$ cat src/rtl/dmem_bridge.sv
// Load/store bridge between the core data port and a handshaked data-memory bus.
// Steers byte lanes, extends loads, and stalls the core while an access is outstanding.
module dmem_bridge #(
  parameter int WORD    = 32,
  parameter int TIMEOUT = 64
) (
  input  logic            clk,
  input  logic            rst_n,
  input  logic            memRead,
  input  logic            memWrite,
  input  logic [1:0]      size,
  input  logic            unsignedLd,
  input  logic [WORD-1:0] addr,
  input  logic [WORD-1:0] writeData,
  output logic [WORD-1:0] readData,
  output logic            stall,
  output logic            misaligned,
  output logic            timeout,
  output logic            bus_req,
  output logic            bus_we,
  output logic [WORD-1:0] bus_addr,
  output logic [3:0]      bus_be,
  output logic [WORD-1:0] bus_wdata,
  input  logic            bus_ack,
  input  logic [WORD-1:0] bus_rdata,
  output logic [1:0]      o_dbg_state
);

  localparam int CW = (TIMEOUT > 2) ? $clog2(TIMEOUT) : 1;

  typedef enum logic [1:0] {
    S_IDLE = 2'd0,
    S_BUSY = 2'd1,
    S_DONE = 2'd2
  } state_t;

  state_t          r_state;
  state_t          w_state_nxt;

  logic            r_bus_req;
  logic            r_bus_we;
  logic [WORD-1:0] r_bus_addr;
  logic [3:0]      r_bus_be;
  logic [WORD-1:0] r_bus_wdata;
  logic [WORD-1:0] r_read_data;
  logic            r_timeout;
  logic [CW-1:0]   r_cnt;
  logic [1:0]      r_lo;
  logic [1:0]      r_size;
  logic            r_uns;

  logic            w_req;
  logic            w_mis;
  logic [3:0]      w_be;
  logic [WORD-1:0] w_wdata;
  logic            w_stall;
  logic            w_mis_pulse;
  logic            w_accept;
  logic            w_complete;
  logic            w_abort;
  logic [7:0]      w_byte;
  logic [15:0]     w_half;
  logic [WORD-1:0] w_load;

  assign w_req = memRead | memWrite;

  // size 2'b11 falls into the word checks and lanes.
  always_comb begin
    w_mis   = 1'b0;
    w_be    = 4'b1111;
    w_wdata = writeData;
    case (size)
      2'b00: begin
        w_be    = 4'b0001 << addr[1:0];
        w_wdata = {4{writeData[7:0]}};
      end
      2'b01: begin
        w_mis   = addr[0];
        w_be    = addr[1] ? 4'b1100 : 4'b0011;
        w_wdata = {2{writeData[15:0]}};
      end
      default: begin
        w_mis   = (addr[1:0] != 2'b00);
        w_be    = 4'b1111;
        w_wdata = writeData;
      end
    endcase
  end

  always_ff @(posedge clk) begin
    if (!rst_n) r_state <= S_IDLE;
    else        r_state <= w_state_nxt;
  end

  always_comb begin
    w_state_nxt = r_state;
    w_stall     = 1'b0;
    w_mis_pulse = 1'b0;
    w_accept    = 1'b0;
    w_complete  = 1'b0;
    w_abort     = 1'b0;
    case (r_state)
      S_IDLE: begin
        if (w_req) begin
          if (w_mis) begin
            w_mis_pulse = 1'b1;
          end else begin
            w_accept    = 1'b1;
            w_stall     = 1'b1;
            w_state_nxt = S_BUSY;
          end
        end
      end
      S_BUSY: begin
        w_stall = 1'b1;
        // An ack on the last allowed cycle still counts as a normal completion.
        if (bus_ack) begin
          w_complete  = 1'b1;
          w_state_nxt = S_DONE;
        end else if (r_cnt == CW'(TIMEOUT - 1)) begin
          w_abort     = 1'b1;
          w_state_nxt = S_DONE;
        end
      end
      S_DONE: begin
        w_state_nxt = S_IDLE;
      end
      default: begin
        w_state_nxt = S_IDLE;
      end
    endcase
  end

  always_comb begin
    w_half = r_lo[1] ? bus_rdata[31:16] : bus_rdata[15:0];
    case (r_lo)
      2'd0:    w_byte = bus_rdata[7:0];
      2'd1:    w_byte = bus_rdata[15:8];
      2'd2:    w_byte = bus_rdata[23:16];
      default: w_byte = bus_rdata[31:24];
    endcase
    case (r_size)
      2'b00:   w_load = r_uns ? {{(WORD-8){1'b0}}, w_byte}
                              : {{(WORD-8){w_byte[7]}}, w_byte};
      2'b01:   w_load = r_uns ? {{(WORD-16){1'b0}}, w_half}
                              : {{(WORD-16){w_half[15]}}, w_half};
      default: w_load = bus_rdata;
    endcase
  end

  always_ff @(posedge clk) begin
    if (!rst_n) begin
      r_bus_req   <= 1'b0;
      r_bus_we    <= 1'b0;
      r_bus_addr  <= '0;
      r_bus_be    <= 4'b0000;
      r_bus_wdata <= '0;
      r_read_data <= '0;
      r_timeout   <= 1'b0;
      r_cnt       <= '0;
      r_lo        <= 2'b00;
      r_size      <= 2'b00;
      r_uns       <= 1'b0;
    end else begin
      if (w_accept) begin
        r_bus_req   <= 1'b1;
        r_bus_we    <= memWrite;
        r_bus_addr  <= {addr[WORD-1:2], 2'b00};
        r_bus_be    <= w_be;
        r_bus_wdata <= w_wdata;
        r_lo        <= addr[1:0];
        r_size      <= size;
        r_uns       <= unsignedLd;
        r_cnt       <= '0;
      end
      if (r_state == S_BUSY && !w_complete && !w_abort) begin
        r_cnt <= r_cnt + CW'(1);
      end
      if (w_complete) begin
        r_bus_req   <= 1'b0;
        r_read_data <= r_bus_we ? '0 : w_load;
      end
      if (w_abort) begin
        r_bus_req   <= 1'b0;
        r_timeout   <= 1'b1;
        r_read_data <= '0;
      end
    end
  end

  assign readData    = w_mis_pulse ? '0 : r_read_data;
  assign stall       = w_stall;
  assign misaligned  = w_mis_pulse;
  assign timeout     = r_timeout;
  assign bus_req     = r_bus_req;
  assign bus_we      = r_bus_we;
  assign bus_addr    = r_bus_addr;
  assign bus_be      = r_bus_be;
  assign bus_wdata   = r_bus_wdata;
  assign o_dbg_state = r_state;

endmodule

$ cat config.mk
export PLATFORM = sky130hd
export DESIGN_NAME = dmem_bridge
export DESIGN_NICKNAME = d
export VERILOG_FILES = /design/src/rtl/dmem_bridge.sv
export SDC_FILE = /design/constraint.sdc
export NUM_CORES = 1
export LEC_CHECK = 0
export BUFFER_PORTS_ARGS = -buffer_cell sky130_fd_sc_hd__buf_2
export CAP_MARGIN = 10
export CORE_MARGIN = 2
export CORE_UTILIZATION = 44
export CTS_CLUSTER_SIZE = 30
export DETAILED_ROUTE_END_ITERATION = 10
export GPL_TIMING_DRIVEN = 0
export HOLD_SLACK_MARGIN = 0.1
export PLACE_DENSITY = 0.75
export REMOVE_ABC_BUFFERS = 1
export SYNTH_ARGS = -nofsm -noshare
export SYNTH_HDL_FRONTEND = slang
export SYNTH_SLANG_ARGS = --single-unit
export TNS_END_PERCENT = 100
$ cat constraint.sdc
create_clock -name clk -period 1.9 [get_ports clk]
set_clock_uncertainty 0.2 [all_clocks]
set_input_delay 0.38 -clock clk [delete_from_list [all_inputs] [get_ports clk]]
set_output_delay 0.38 -clock clk [all_outputs]
set_load 0.05 [all_outputs]
==> results.cfg <==
[run_status]
outcome = complete, but fails checks
violations = negative setup slack

[critical_path]
cp-endpoint = readData[29]
worstSetupStartpoint = addr[1]
cp-end-kind = output port
cp_num_buf_inv = 4
cp-start-kind = input pin
r2r_slack_ns = -0.09
crit_path_cell_trace = buf_2 -> o21ai_2 -> and2_4 -> nor2_4 -> buf_12 -> buf_12 -> nor2b_1 -> buf_6
crit_type = input pin to output port
cp_slowest_cell = o21ai_2
cpMostUsedCell = buf_12
cp.arrival_ns = 1.58
required_ns = 1.32
worstSetupPathDepth = 8
rr_startpoint = r_cnt[1]$_SDFFE_PN0P_
crit_path_max_incr_delay_ns = 0.20
crit_family = buffers and inverters
rr_worst_depth = 6
crit_fanout = 12
r2r_end = r_read_data[26]$_SDFFE_PP0P_

[synth]
synthFlopType = dfxtp_1
syn_inst = 631
postSynth.asyncResetShare = 0
synth.most_common_cell = nand2_1
synth_edf_count = 0
avgSynthCellArea_um2 = 8.53
seq_area_frac_synth = 0.424
synth_area_mm2 = 0.00538
yosys.area.top_type = dfxtp_1
ys_warn_count = 0
ys_ff_latch = 114
synth_common_cells = 159 x nand2_1, 114 x dfxtp_1, 53 x a21boi_0
synth_area_leaders = dfxtp_1 42%, nand2_1 11%, a21boi_0 7.4%
synth.distinct_cells = 57
synth_top_area_share = 0.424

[run]
cap_violations = 0

[timing]
worst_pin_slew_ns = 0.770
slew_headroom = 0.487
setup_viol = 43
rsz0062_at_grt = yes
holdWs_ns = 0.118
worst_slack_ns = -0.264
slew_viol_final = 0
fin_crit_ns = 2.16
min_period_over_period = 1.14
hold_viol = 0
fmax_ghz = 0.462

[detailed_routing]
route.detailed.drc = 0
vias_per_cell = 5.66
vias = 5978
drtPass1Iterations = 7
ant_nets = 0
drtIter0Drc = 481
wl_per_cell_um = 18.2
drt-total-wl_um = 19200

[clocking]
cts_buffers = 17
cts_tree = yes
clkSinkCount = 114
cts.htree.levels = 4
clock_path_buffers = 2
clk_latency_ns = 0.41
clock-root-buffer = clkbuf_16
clkSlewWorstSetupHoldPaths_ns = 0.05

[floorplan]
start_util = 0.450
rows = 40
core_area_mm2 = 0.0120
die_area_mm2 = 0.0131
die_h_um = 115
pin_count = 211
die_w_um = 115

[power]
p_comb_frac = 0.246
p_per_area_mw_per_mm2 = 893
p_int_w = 0.00515
ir_drop_mv = 0.718
leakagePower_nw = 3.83
p_sw_w = 0.00239
seqPwrFrac = 0.353
clock_power_share = 0.401
swShare = 0.317

[hold_path]
hold_depth = 4
min_path_type = input pin to flop

[placement]
port_buffers = 208
place_area_mm2 = 0.00646
dpl.hpwl_um = 10300
gp_routability_congestion = 0.856
dp_cells = 939

[finish]
final_nets = 1002
final_area_mm2 = 0.00844
fin_cells = 1057
diodes = 0
syn_to_final_growth_pct = 56.8
drive_gt1_frac = 0.379

[global_route]
grt_max_degree = 93
grt_pass1_wl_um = 27400
grt_pass1_vias = 5539
antenna_found_initial = 0
gr-total-overflow = 0
groute.usage.overall = 0.267
worst min path at each step:
stage	start	end
floorplan	r_read_data[0]$_SDFFE_PP0P_	r_read_data[0]$_SDFFE_PP0P_
global placement	r_read_data[11]$_SDFFE_PP0P_	r_read_data[11]$_SDFFE_PP0P_
detailed placement	r_read_data[6]$_SDFFE_PP0P_	r_read_data[6]$_SDFFE_PP0P_
CTS	size[0]	r_size[0]$_SDFFE_PN0P_
global route	writeData[20]	bus_wdata[20]$_SDFFE_PN0P_
finish	writeData[22]	bus_wdata[22]$_SDFFE_PN0P_
sequential cells by signal, summed over array words and instances (netlist names):
signal and flops:
bus_we 1, r_size 2, bus_addr 30, r_read_data 32
r_lo 2, o_dbg_state 2, bus_be 4, r_uns 1
timeout 1, bus_req 1, bus_wdata 32, r_cnt 6
layout make-up:
| class | count | area (µm²) |
|---|---|---|
| clock buffers | 23 | 488 |
| clock inverters | 9 | 80.1 |
| fillers | 903 | 3520 |
| inverters | 5 | 18.8 |
| multi-input cells | 463 | 3130 |
| flip-flops and latches | 114 | 2310 |
| well taps | 147 | 184 |
| repair buffers | 296 | 2220 |
power groups by stage:
stage | Combinational [W] | Clock [W] | Sequential (W)
final | 0.00186 | 0.00302 | 0.00266
after global routing | 0.00196 | 0.00318 | 0.00268
after CTS | 0.00172 | 0.00307 | 0.00265
after detailed placement | 0.00149 | 0 | 0.00270
after global placement | 0.00145 | 0 | 0.00269
after floorplan | 0.000577 | 0 | 0.00311
through the flow:
| step | worst slack (ns) | TNS, ns | util | power [W] |
|---|---|---|---|---|
| floorplan | -1.78 | -149.14 | - | 0.00368 |
| global placement | -2.47 | -271.33 | 0.531 | 0.00414 |
| detailed placement | -1.06 | -89.59 | 0.540 | 0.00419 |
| CTS | -0.286 | -8.90 | 0.681 | 0.00744 |
| global route | -0.301 | -10.34 | 0.705 | 0.00781 |
| finish | -0.264 | -8.02 | 0.705 | 0.00754 |
per-layer routing:
metal  GRT usage  routed length (µm)  up-vias
li1            -                   -     2773
met1       0.293                7170     2755
met2       0.459                9370      381
met3       0.100                2070       69
met4       0.115                 637        0
met5           0                   0        -
worst min-delay path: stages:
cell     delay, ns
buf_2         0.08
mux2i_1       0.05
nand2_1       0.06
o211a_1       0.13
layout by cell type (no fill, tap or decap), types with 3 or more instances in the layout:
cell type	instances
nor2_1	9
clkbuf_8	4
mux2i_1	18
a21oi_1	14
mux2_2	6
dfxtp_1	104
a21boi_0	53
nand3_1	12
a311oi_1	6
nor3_1	3
o21ai_0	20
o311a_4	5
nor2b_4	5
buf_8	5
buf_2	172
a32o_1	7
buf_6	34
inv_1	5
clkinv_2	4
o22ai_1	3
o32ai_1	7
or3_1	7
nor2b_2	24
nor2b_1	8
nand2b_1	10
clkbuf_16	19
clkinvlp_4	4
a221o_1	18
dfxtp_2	3
buf_4	18
nand2_1	157
a22o_1	4
dlygate4sd3_1	59
o211a_1	19
dfxtp_4	7
buf_12	5
repair_timing:
| item | in CTS | in global routing |
|---|---|---|
| hold buffers | 59 | 0 |
| buffers inserted | 16 | 6 |
| gates resized for setup | 106 | 66 |
| endpoints found under the setup margin | 116 | 63 |
| cloned | 4 | 3 |
| hold endpoints to repair | 59 | 0 |
| pin swaps | 24 | 14 |
cell families (layout without fill, tap and decap cells):
kind of cell | Yosys count | after routing | share of synthesized area
other cells | 1 | 2 | 0.000697
fa+ha+maj | 1 | 1 | 0.00232
compound gates | 166 | 170 | 0.240
mux | 25 | 25 | 0.0479
flops | 114 | 114 | 0.424
simple gates | 265 | 265 | 0.233
buf+inv | 59 | 333 | 0.0525
Note: power is estimated with default switching activity, not from simulation.
